[src/rtl/egg_timer.sv]
// egg_timer: kitchen egg timer controller.
// The user sets an MM:SS cook time with the minute and second buttons, then
// starts a one-second-resolution countdown to 00:00. Drives four BCD digits
// for the display multiplexer, the FSM state code and a running flag.
module egg_timer #(
    parameter int CLKS_PER_SEC = 50_000_000
) (
    input  logic       clk,
    input  logic       reset,
    input  logic       enable,
    input  logic       start,
    input  logic       cook_time,
    input  logic       minutes,
    input  logic       seconds,
    output logic       seconds_out,
    output logic       minutes_out,
    output logic [2:0] m_tens,
    output logic [3:0] m_ones,
    output logic [2:0] s_tens,
    output logic [3:0] s_ones,
    output logic [2:0] z,
    output logic       timer_enabled
);

    typedef enum logic [2:0] {
        IDLE  = 3'd0,
        SET   = 3'd1,
        READY = 3'd2,
        RUN   = 3'd3,
        PAUSE = 3'd4,
        DONE  = 3'd5
    } state_t;

    // Displayed time as four BCD digits, most significant first.
    typedef struct packed {
        logic [2:0] m_tens;
        logic [3:0] m_ones;
        logic [2:0] s_tens;
        logic [3:0] s_ones;
    } bcd_time_t;

    localparam int TICK_W = (CLKS_PER_SEC > 1) ? $clog2(CLKS_PER_SEC) : 1;
    localparam logic [TICK_W-1:0] TICK_LAST = TICK_W'(CLKS_PER_SEC - 1);

    state_t            state;
    bcd_time_t         cur;
    logic [TICK_W-1:0] tick;
    logic              sec_q;
    logic              min_q;
    logic              sec_edge;
    logic              min_edge;
    logic              time_zero;
    logic              time_one;

    // Increment a two-digit BCD field 00..59, wrapping 59 -> 00.
    function automatic logic [6:0] inc_field(input logic [6:0] f);
        logic [6:0] r;
        r = f;
        if (f[3:0] == 4'd9) begin
            r[3:0] = 4'd0;
            r[6:4] = (f[6:4] == 3'd5) ? 3'd0 : f[6:4] + 3'd1;
        end else begin
            r[3:0] = f[3:0] + 4'd1;
        end
        return r;
    endfunction

    // Subtract one second with BCD borrow; 00:00 stays at 00:00.
    function automatic bcd_time_t dec_time(input bcd_time_t t);
        bcd_time_t r;
        r = t;
        if (t != '0) begin
            if (t.s_ones != 4'd0) begin
                r.s_ones = t.s_ones - 4'd1;
            end else begin
                r.s_ones = 4'd9;
                if (t.s_tens != 3'd0) begin
                    r.s_tens = t.s_tens - 3'd1;
                end else begin
                    r.s_tens = 3'd5;
                    if (t.m_ones != 4'd0) begin
                        r.m_ones = t.m_ones - 4'd1;
                    end else begin
                        r.m_ones = 4'd9;
                        r.m_tens = t.m_tens - 3'd1;
                    end
                end
            end
        end
        return r;
    endfunction

    assign sec_edge  = seconds & ~sec_q;
    assign min_edge  = minutes & ~min_q;
    assign time_zero = (cur == '0);
    assign time_one  = (cur == bcd_time_t'(14'd1));

    assign z      = state;
    assign m_tens = cur.m_tens;
    assign m_ones = cur.m_ones;
    assign s_tens = cur.s_tens;
    assign s_ones = cur.s_ones;

    // Button history: one register per button so a held press is one edge.
    always_ff @(posedge clk or negedge reset) begin
        if (!reset) begin
            sec_q <= 1'b0;
            min_q <= 1'b0;
        end else begin
            // NOTE: sequential state always uses non-blocking assignment so every
            // register samples the pre-edge values regardless of statement order.
            sec_q <= seconds;
            min_q <= minutes;
        end
    end

    // Controller FSM with registered time, tick counter, pulses and run flag.
    always_ff @(posedge clk or negedge reset) begin
        if (!reset) begin
            state         <= IDLE;
            cur           <= '0;
            tick          <= '0;
            seconds_out   <= 1'b0;
            minutes_out   <= 1'b0;
            timer_enabled <= 1'b0;
        end else begin
            // NOTE: pulses and the run flag default low every cycle; each branch
            // below only raises them, so no path can leave a stale value behind.
            seconds_out   <= 1'b0;
            minutes_out   <= 1'b0;
            timer_enabled <= 1'b0;
            if (!enable) begin
                state <= IDLE;
                cur   <= '0;
                tick  <= '0;
            end else begin
                case (state)
                    IDLE: begin
                        cur <= '0;
                        if (cook_time) state <= SET;
                    end
                    SET: begin
                        if (sec_edge) begin
                            {cur.s_tens, cur.s_ones} <= inc_field({cur.s_tens, cur.s_ones});
                            seconds_out <= 1'b1;
                        end
                        if (min_edge) begin
                            {cur.m_tens, cur.m_ones} <= inc_field({cur.m_tens, cur.m_ones});
                            minutes_out <= 1'b1;
                        end
                        if (!cook_time) state <= READY;
                    end
                    READY: begin
                        if (cook_time) begin
                            state <= SET;
                        end else if (start && !time_zero) begin
                            state         <= RUN;
                            tick          <= '0;
                            timer_enabled <= 1'b1;
                        end
                    end
                    RUN: begin
                        if (!start) begin
                            state <= PAUSE;
                        end else if (tick == TICK_LAST) begin
                            tick <= '0;
                            cur  <= dec_time(cur);
                            if (time_one) state <= DONE;
                            else          timer_enabled <= 1'b1;
                        end else begin
                            tick          <= tick + 1'b1;
                            timer_enabled <= 1'b1;
                        end
                    end
                    PAUSE: begin
                        if (start) begin
                            state         <= RUN;
                            timer_enabled <= 1'b1;
                        end else if (cook_time) begin
                            state <= SET;
                        end
                    end
                    DONE: begin
                        if (cook_time) state <= SET;
                    end
                    default: begin
                        state <= IDLE;
                        cur   <= '0;
                        tick  <= '0;
                    end
                endcase
            end
        end
    end

endmodule

[config.mk]
export PLATFORM = sky130hd
export DESIGN_NAME = egg_timer
export DESIGN_NICKNAME = d
export VERILOG_FILES = /design/src/rtl/egg_timer.sv
export SDC_FILE = /design/constraint.sdc
export NUM_CORES = 1
export LEC_CHECK = 0
export BUFFER_PORTS_ARGS = -buffer_cell sky130_fd_sc_hd__clkbuf_2
export CORE_ASPECT_RATIO = 1.1
export CORE_MARGIN = 5
export CORE_UTILIZATION = 49
export CTS_CLUSTER_SIZE = 20
export DETAILED_ROUTE_END_ITERATION = 10
export PLACE_DENSITY = 0.71
export SETUP_SLACK_MARGIN = 0.1
export SLEW_MARGIN = 20
export SYNTH_ARGS = -nofsm -noshare
export SYNTH_HDL_FRONTEND = slang
export SYNTH_SLANG_ARGS = --single-unit
[constraint.sdc]
create_clock -name clk -period 2.8 [get_ports clk]
set_clock_uncertainty 0.15 [all_clocks]
set_input_delay 0.28 -clock clk [delete_from_list [all_inputs] [get_ports clk]]
set_output_delay 0.28 -clock clk [all_outputs]
set_load 0.05 [all_outputs]
==> results of run 1 <==
## path summary, 6_finish.rpt
| kind | startpoint | to | slack, ns | cells after the start |
|---|---|---|---|---|
| min reg2reg | min_q$_DFF_PN0_ | minutes_out$_DFF_PN0_ | 0.36 | 2 |
| max in group asynchronous | reset | tick[6]$_DFFE_PN0P_ | 1.34 | 3 |
| min | cook_time | z[0]$_DFFE_PN0P_ | 0.19 | 2 |
| max reg2reg | tick[11]$_DFFE_PN0P_ | s_tens[1]$_DFFE_PN0P_ | 0.22 | 5 |
| min in group asynchronous | reset | m_ones[0]$_DFFE_PN0P_ | 0.40 | 2 |
| max | tick[11]$_DFFE_PN0P_ | s_tens[1]$_DFFE_PN0P_ | 0.22 | 5 |
## cell type report
class / count / area, µm² / area share
clock buffer: 5 / 68.82 / 0.01791
clock inverter: 3 / 42.54 / 0.01107
inverter: 17 / 63.81 / 0.01661
multi-input combinational: 307 / 2047 / 0.5327
sequential: 48 / 1204 / 0.3133
tap: 85 / 106.4 / 0.02768
timing repair buffer: 49 / 310.3 / 0.08076
## registers in the layout, indices dropped and copies added, names as in the netlist
register,flops
m_ones,4
z,3
s_tens,3
m_tens,3
sec_q,1
s_ones,4
seconds_out,1
minutes_out,1
timer_enabled,1
min_q,1
tick,26
## placed cells by master, fill, tap and decap left out, types with 5 or more instances in the layout
| master | netlist | routed |
|---|---|---|
| dfrtp_1 | 48 | 46 |
| nor2_1 | 28 | 28 |
| a31oi_1 | 27 | 26 |
| clkbuf_2 | 0 | 26 |
| nand2_1 | 25 | 25 |
| a21oi_1 | 23 | 23 |
| o21ai_0 | 23 | 23 |
| buf_4 | 4 | 20 |
| inv_1 | 17 | 17 |
| nand3_1 | 17 | 17 |
| nand4_1 | 12 | 12 |
| ha_1 | 11 | 11 |
| nor3_1 | 11 | 10 |
| and3_1 | 7 | 7 |
| o21ai_1 | 7 | 7 |
| mux2i_1 | 7 | 7 |
| o31ai_1 | 7 | 7 |
| nor4_1 | 6 | 6 |
| a211oi_1 | 6 | 6 |
| and2_1 | 6 | 6 |
| or4_1 | 6 | 6 |
| nand2b_1 | 5 | 5 |
| a21o_1 | 5 | 5 |
| clkbuf_8 | 0 | 5 |
## kinds of logic after synthesis
kind of cell / Yosys count / synth area share
simple gates: 152 / 0.2544
fa+ha+maj: 11 / 0.04032
compound gates: 134 / 0.2628
buf+inv: 42 / 0.06012
mux: 10 / 0.03043
flops: 48 / 0.3519
## timing repair
item,CTS,global route
resized for setup,0,4
hold buffers,3,0
buffers inserted,0,1
hold endpoints to repair,27,0
setup endpoints to repair,0,9
## metal layers
metal,vias up,share of wire,track usage
li1,1600,-,-
met1,1615,0.43,0.2799
met2,101,0.51,0.3564
met3,12,0.048,0.02714
met4,0,0.013,0.05613
met5,-,0,0
## worst max-delay path, cell delays in order (launching register included)
cell     delay, ns
dfrtp_1       0.48
or4_4         0.58
nor4_4        0.46
nand4_1       0.21
a211o_1       0.38
a32o_1        0.22
## metrics by stage
step	instances	setup WS, ns	util	hold slack, ns	power [W]
3_3_place_gp	502	0.2349	0.5323	0.2013	0.001042
4_1_cts	513	0.1266	0.5529	0.1696	0.001561
6_report	514	0.2192	0.5580	0.1856	0.001552
2_1_floorplan	397	0.1263	-	-0.1656	0.0009524
3_5_place_dp	502	0.1389	0.5323	0.2097	0.001048
5_1_grt	514	0.07190	0.5580	0.1693	0.001628
## power breakdown
part	internal (W)	switching [W]	total [W]	leakage, nW
Combinational	0.000110	0.000215	0.000325	0.905
Sequential	0.000705	0.0000168	0.000722	0.660
Clock	0.000265	0.000240	0.000504	0.0541
Total	0.00108	0.000472	0.00155	1.62
==> impl_metrics.yaml, run 1 <==
logic_synthesis:
  syn-num-nets: 415
  ys.flop_type: "dfrtp_1"
  synthMostInstantiatedCell: "dfrtp_1"
  syn-cell-area_um2: 3413
  ys_top_cells_by_area: "dfrtp_1 35%, a31oi_1 4.9%, ha_1 4.0%, a21oi_1 3.4%, o21ai_0 3.4%"
  synth_edf_count: 0
  syn_area_per_cell_um2: 8.598
  syn-instance-count: 397
  seq_area_frac_synth: 0.3519
  synth_top_area_frac: 0.3519
  async_flop_share: 1.000
  ys_ff_latch: 48
  synthTopCellsByCount: "48 x dfrtp_1, 28 x nor2_1, 27 x a31oi_1, 25 x nand2_1"
  ys_warn_count: 0
  yosys.area.top_type: "dfrtp_1"
  synth.distinct_cells: 67
sta:
  setup_tns_ns: 0
  rsz0062_at_grt: "true"
  min_period_ns: 2.581
  slew_violations: 0
  hold_viol: 0
  setup_viol: 0
  worstMarginPinSlew_ns: 0.6889
  fin_crit_sh: 0.9217
  fmax_mhz: 387.5
  slew_headroom: 0.5407
detailed_routing:
  drcViolationCount: 0
  wirelength_um: 8922
  wire_per_inst_um: 17.36
  ant_nets: 0
  drt_iter0_markers: 233
  via_per_inst: 6.475
  vias: 3328
  dr.pass1.iters: 4
floorplanning:
  start_util: 0.4956
  num_io_pins: 27
  fp.dieH_um: 97.54
  num_rows: 32
  coreArea_um2: 6887
  die_x_um: 89.58
  dieArea_um2: 8737
worst_setup_path:
  setup.worst_path.end_class: "flop"
  arrival_ns: 2.62
  crit_type: "reg -> reg"
  crit_fanout: 9
  required_ns: 2.84
  start_kind: "flop"
placed_design:
  port-buffer-count: 26
  globalplace.congestion: 0.8986
  placed_area_um2: 3666
  place_hpwl_um: 6459
cts:
  clk_latency_ns: 0.30
  numCtsBuffers: 5
  cts_sinks: 48
  clk_pin_slew_worst_paths_ns: 0.09
  cts_root_buffer: "clkbuf_8"
  h-tree-depth: 2
  max-clock-path-buffers: 2
  tritoncts: "built"
finish:
  nNetsFinal: 446
  drive_above_1_share: 0.1702
  antennaDiodeCount: 0
  design_area_um2: 3842
  nFillCells: 639
  area_growth_pct: 12.57
global_routing:
  grt_usage: 0.2116
  grt_pass1_vias: 3051
  grt-ovfl-total: 0
  antenna_found_initial: 0
  grt_max_degree: 30
  grt_pass1_wl_um: 14970
hold_path:
  holdCritPathClass: "in -> reg"
pwr:
  p_leak_nw: 1.620
  vdd_drop_max_uv: 211.8
  p_per_area_nw_per_um2: 403.8
job:
  maxCapViolCount: 0
status:
  status: "complete, no violations"
No activity file was read; power rests on OpenSTA's default activity.
==> run 2, diff against run 1 <==
--- a/config.mk
+++ b/config.mk
@@ -5,6 +5,7 @@
 export SDC_FILE = /design/constraint.sdc
 export NUM_CORES = 1
 export LEC_CHECK = 0
+export ABC_AREA = 1
 export BUFFER_PORTS_ARGS = -buffer_cell sky130_fd_sc_hd__clkbuf_2
 export CORE_ASPECT_RATIO = 1.1
 export CORE_MARGIN = 5
==> run 2 against run 1 <==
Net effect: critical path depth is 3 higher; global-route usage is 0.50 points lower; critical endpoint is now s_ones[0]$_DFFE_PN0P_; clock-buffer cell count stayed put; utilization is 1.8 points lower; first-iteration DRC count is 34% lower; worst setup slack better by 0.41 ns.
==> impl_metrics.yaml, run 2 <==
status:
  status: "complete, no violations"
logic_synthesis:
  ys_top_cells_by_area: "dfrtp_1 32%, nand2_1 18%, inv_1 6.2%, nor2_1 5.8%, nand3_1 5.3%"
  ys_ff_latch: 48
  yosys.area.top_type: "dfrtp_1"
  synth_edf_count: 0
  syn-num-nets: 566
  syn-cell-area_um2: 3699
  syn-instance-count: 548
  syn_area_per_cell_um2: 6.749
  synthMostInstantiatedCell: "nand2_1"
  ys.flop_type: "dfrtp_1"
  async_flop_share: 1.000
  seq_area_frac_synth: 0.3248
  synth.distinct_cells: 39
  ys_warn_count: 0
  synthTopCellsByCount: "178 x nand2_1, 61 x inv_1, 57 x nor2_1, 48 x dfrtp_1, 39 x nand3_1"
  synth_top_area_frac: 0.3248
worst_setup_path:
  path_buf_inv: 1
  critPathSlowestCell: "dfrtp_1"
  crit_type: "reg -> reg"
  max_stage_delay_ns: 0.59
  crit_chain: "nand2_2 -> nor2_4 -> inv_2 -> nor2_8 -> nand4_1 -> nand4_1 -> nand2_1 -> nand2_1"
  cp_top_family: "simple AND/OR/NAND/NOR gates"
  start_kind: "flop"
  arrival_ns: 2.26
  crit_fanout: 13
  required_ns: 2.89
  setup.worst_path.end_class: "flop"
detailed_routing:
  dr.pass1.iters: 4
  vias: 3561
  via_per_inst: 5.363
  ant_nets: 0
  wire_per_inst_um: 13.56
  drt_iter0_markers: 153
  drcViolationCount: 0
  wirelength_um: 9003
cts:
  cts_sinks: 48
  clk_pin_slew_worst_paths_ns: 0.10
  h-tree-depth: 2
  ctsResizeCount: 0
  cts_root_buffer: "clkbuf_8"
  max-clock-path-buffers: 2
  clk_latency_ns: 0.30
  tritoncts: "built"
  numCtsBuffers: 5
placed_design:
  port-buffer-count: 26
  dpl_worst_slack_ns: 0.6762
  globalplace.congestion: 0.8834
  place_hpwl_um: 6927
  dp.cells: 653
sta:
  setup_tns_ns: 0
  setup_viol: 0
  fin_crit_sh: 0.7761
  setup_slack_ns: 0.6269
  worstMarginPinSlew_ns: 0.5004
  hold_viol: 0
  slew_violations: 0
  slew_headroom: 0.6664
  fmax_mhz: 460.2
  min_period_ns: 2.173
  rsz0062_at_grt: "false"
global_routing:
  grt_pass1_vias: 3522
  grt_pass1_wl_um: 15860
  grt_max_degree: 35
  grt-ovfl-total: 0
  grt_usage: 0.2066
  antenna_found_initial: 0
finish:
  layout_commonest_cell: "nand2_1"
  largest_reg_flops: 26
  antennaDiodeCount: 0
  nFillCells: 768
  finalNonFillerCells: 664
  ff_latch_area_um2: 1201
  multiInputGateArea_um2: 2166
  nNetsFinal: 594
  largest_register: "tick"
  drive_above_1_share: 0.1265
  area_growth_pct: 7.849
  final_cell_mix: "178 x nand2_1, 61 x inv_1, 57 x nor2_1"
floorplanning:
  num_io_pins: 27
  fp.dieH_um: 101.1
  num_rows: 33
  start_util: 0.5004
  dieArea_um2: 9387
  die_x_um: 92.84
  coreArea_um2: 7391
pwr:
  p_leak_nw: 2.037
  vdd_drop_max_uv: 562.7
  p_per_area_nw_per_um2: 676.2
job:
  maxCapViolCount: 0
hold_path:
  holdCritPathClass: "in -> async"
[run 2: changes by cell type after synthesis, moves of 8 or more]
cell / change
nand2_1: +153
inv_1: +44
nor2_1: +29
a31oi_1: -26
nand3_1: +22
a21oi_1: -10
clkbuf_1: -9
xor2_1: +9
nand2_2: +8
[run 2: area by class of cell]
cell class | count | area share
multi-input cells | 424 | 0.5430
flip-flops and latches | 48 | 0.3011
inverters | 66 | 0.06274
repair buffers | 31 | 0.04391
well taps | 87 | 0.02729
clock buffers | 5 | 0.01725
clock inverters | 3 | 0.004705
[run 2: kinds of logic (layout without fill, tap and decap cells)]
kind of cell	after synthesis	after routing	share of synthesized area
AOI/OAI and AO/OA	59	59	0.08728
xor gates and xnor gates	13	13	0.03079
adders and majority gates	11	11	0.03721
buffers and inverters	76	105	0.08965
DFF	48	48	0.3248
muxes	1	1	0.002706
and+or+nand+nor	340	340	0.4276
[run 2: what timing repair did]
item | CTS | global route
hold buffers | 3 | 0
setup endpoints to repair | 0 | 0
buffers inserted | 0 | 0
hold endpoints to repair | 16 | 0
[run 2: path summary, 6_finish.rpt]
path	from	to	slack, ns	cells after the start
setup / recovery	z[1]$_DFFE_PN0P_	s_ones[0]$_DFFE_PN0P_	0.63	8
hold / removal	reset	tick[2]$_DFFE_PN0P_	0.26	2
setup reg to reg	z[1]$_DFFE_PN0P_	s_ones[0]$_DFFE_PN0P_	0.63	8
hold reg to reg	min_q$_DFF_PN0_	minutes_out$_DFF_PN0_	0.35	3
max in group asynchronous	reset	s_ones[0]$_DFFE_PN0P_	1.45	3
min in group clk	cook_time	z[2]$_DFFE_PN0P_	0.26	4
[run 2: report_power, final]
part           switching (W)  internal (W)
Combinational       0.000996      0.000387
Clock               0.000248      0.000175
Sequential          0.000131      0.000761
Total                0.00137       0.00132
[run 2: routing by layer]
metal | vias up | share of wire | track usage | routed length, µm
li1 | 1806 | - | - | -
met1 | 1652 | 0.42 | 0.2455 | 3801
met2 | 80 | 0.51 | 0.3673 | 4625
met3 | 23 | 0.040 | 0.02987 | 357
met4 | 0 | 0.024 | 0.09696 | 218
met5 | - | 0 | 0 | 0
[run 2: metrics by stage]
| stage | total power, W | cell area [µm²] | utilization | hold WS (ns) |
|---|---|---|---|---|
| 2_1_floorplan | 0.002006 | 3699 | - | -0.1656 |
| 3_3_place_gp | 0.002262 | 3871 | 0.5238 | 0.05839 |
| 3_5_place_dp | 0.002284 | 3871 | 0.5238 | 0.06520 |
| 4_1_cts | 0.002709 | 3989 | 0.5397 | 0.2497 |
| 5_1_grt | 0.002927 | 3989 | 0.5397 | 0.2856 |
| 6_report | 0.002697 | 3989 | 0.5397 | 0.2576 |
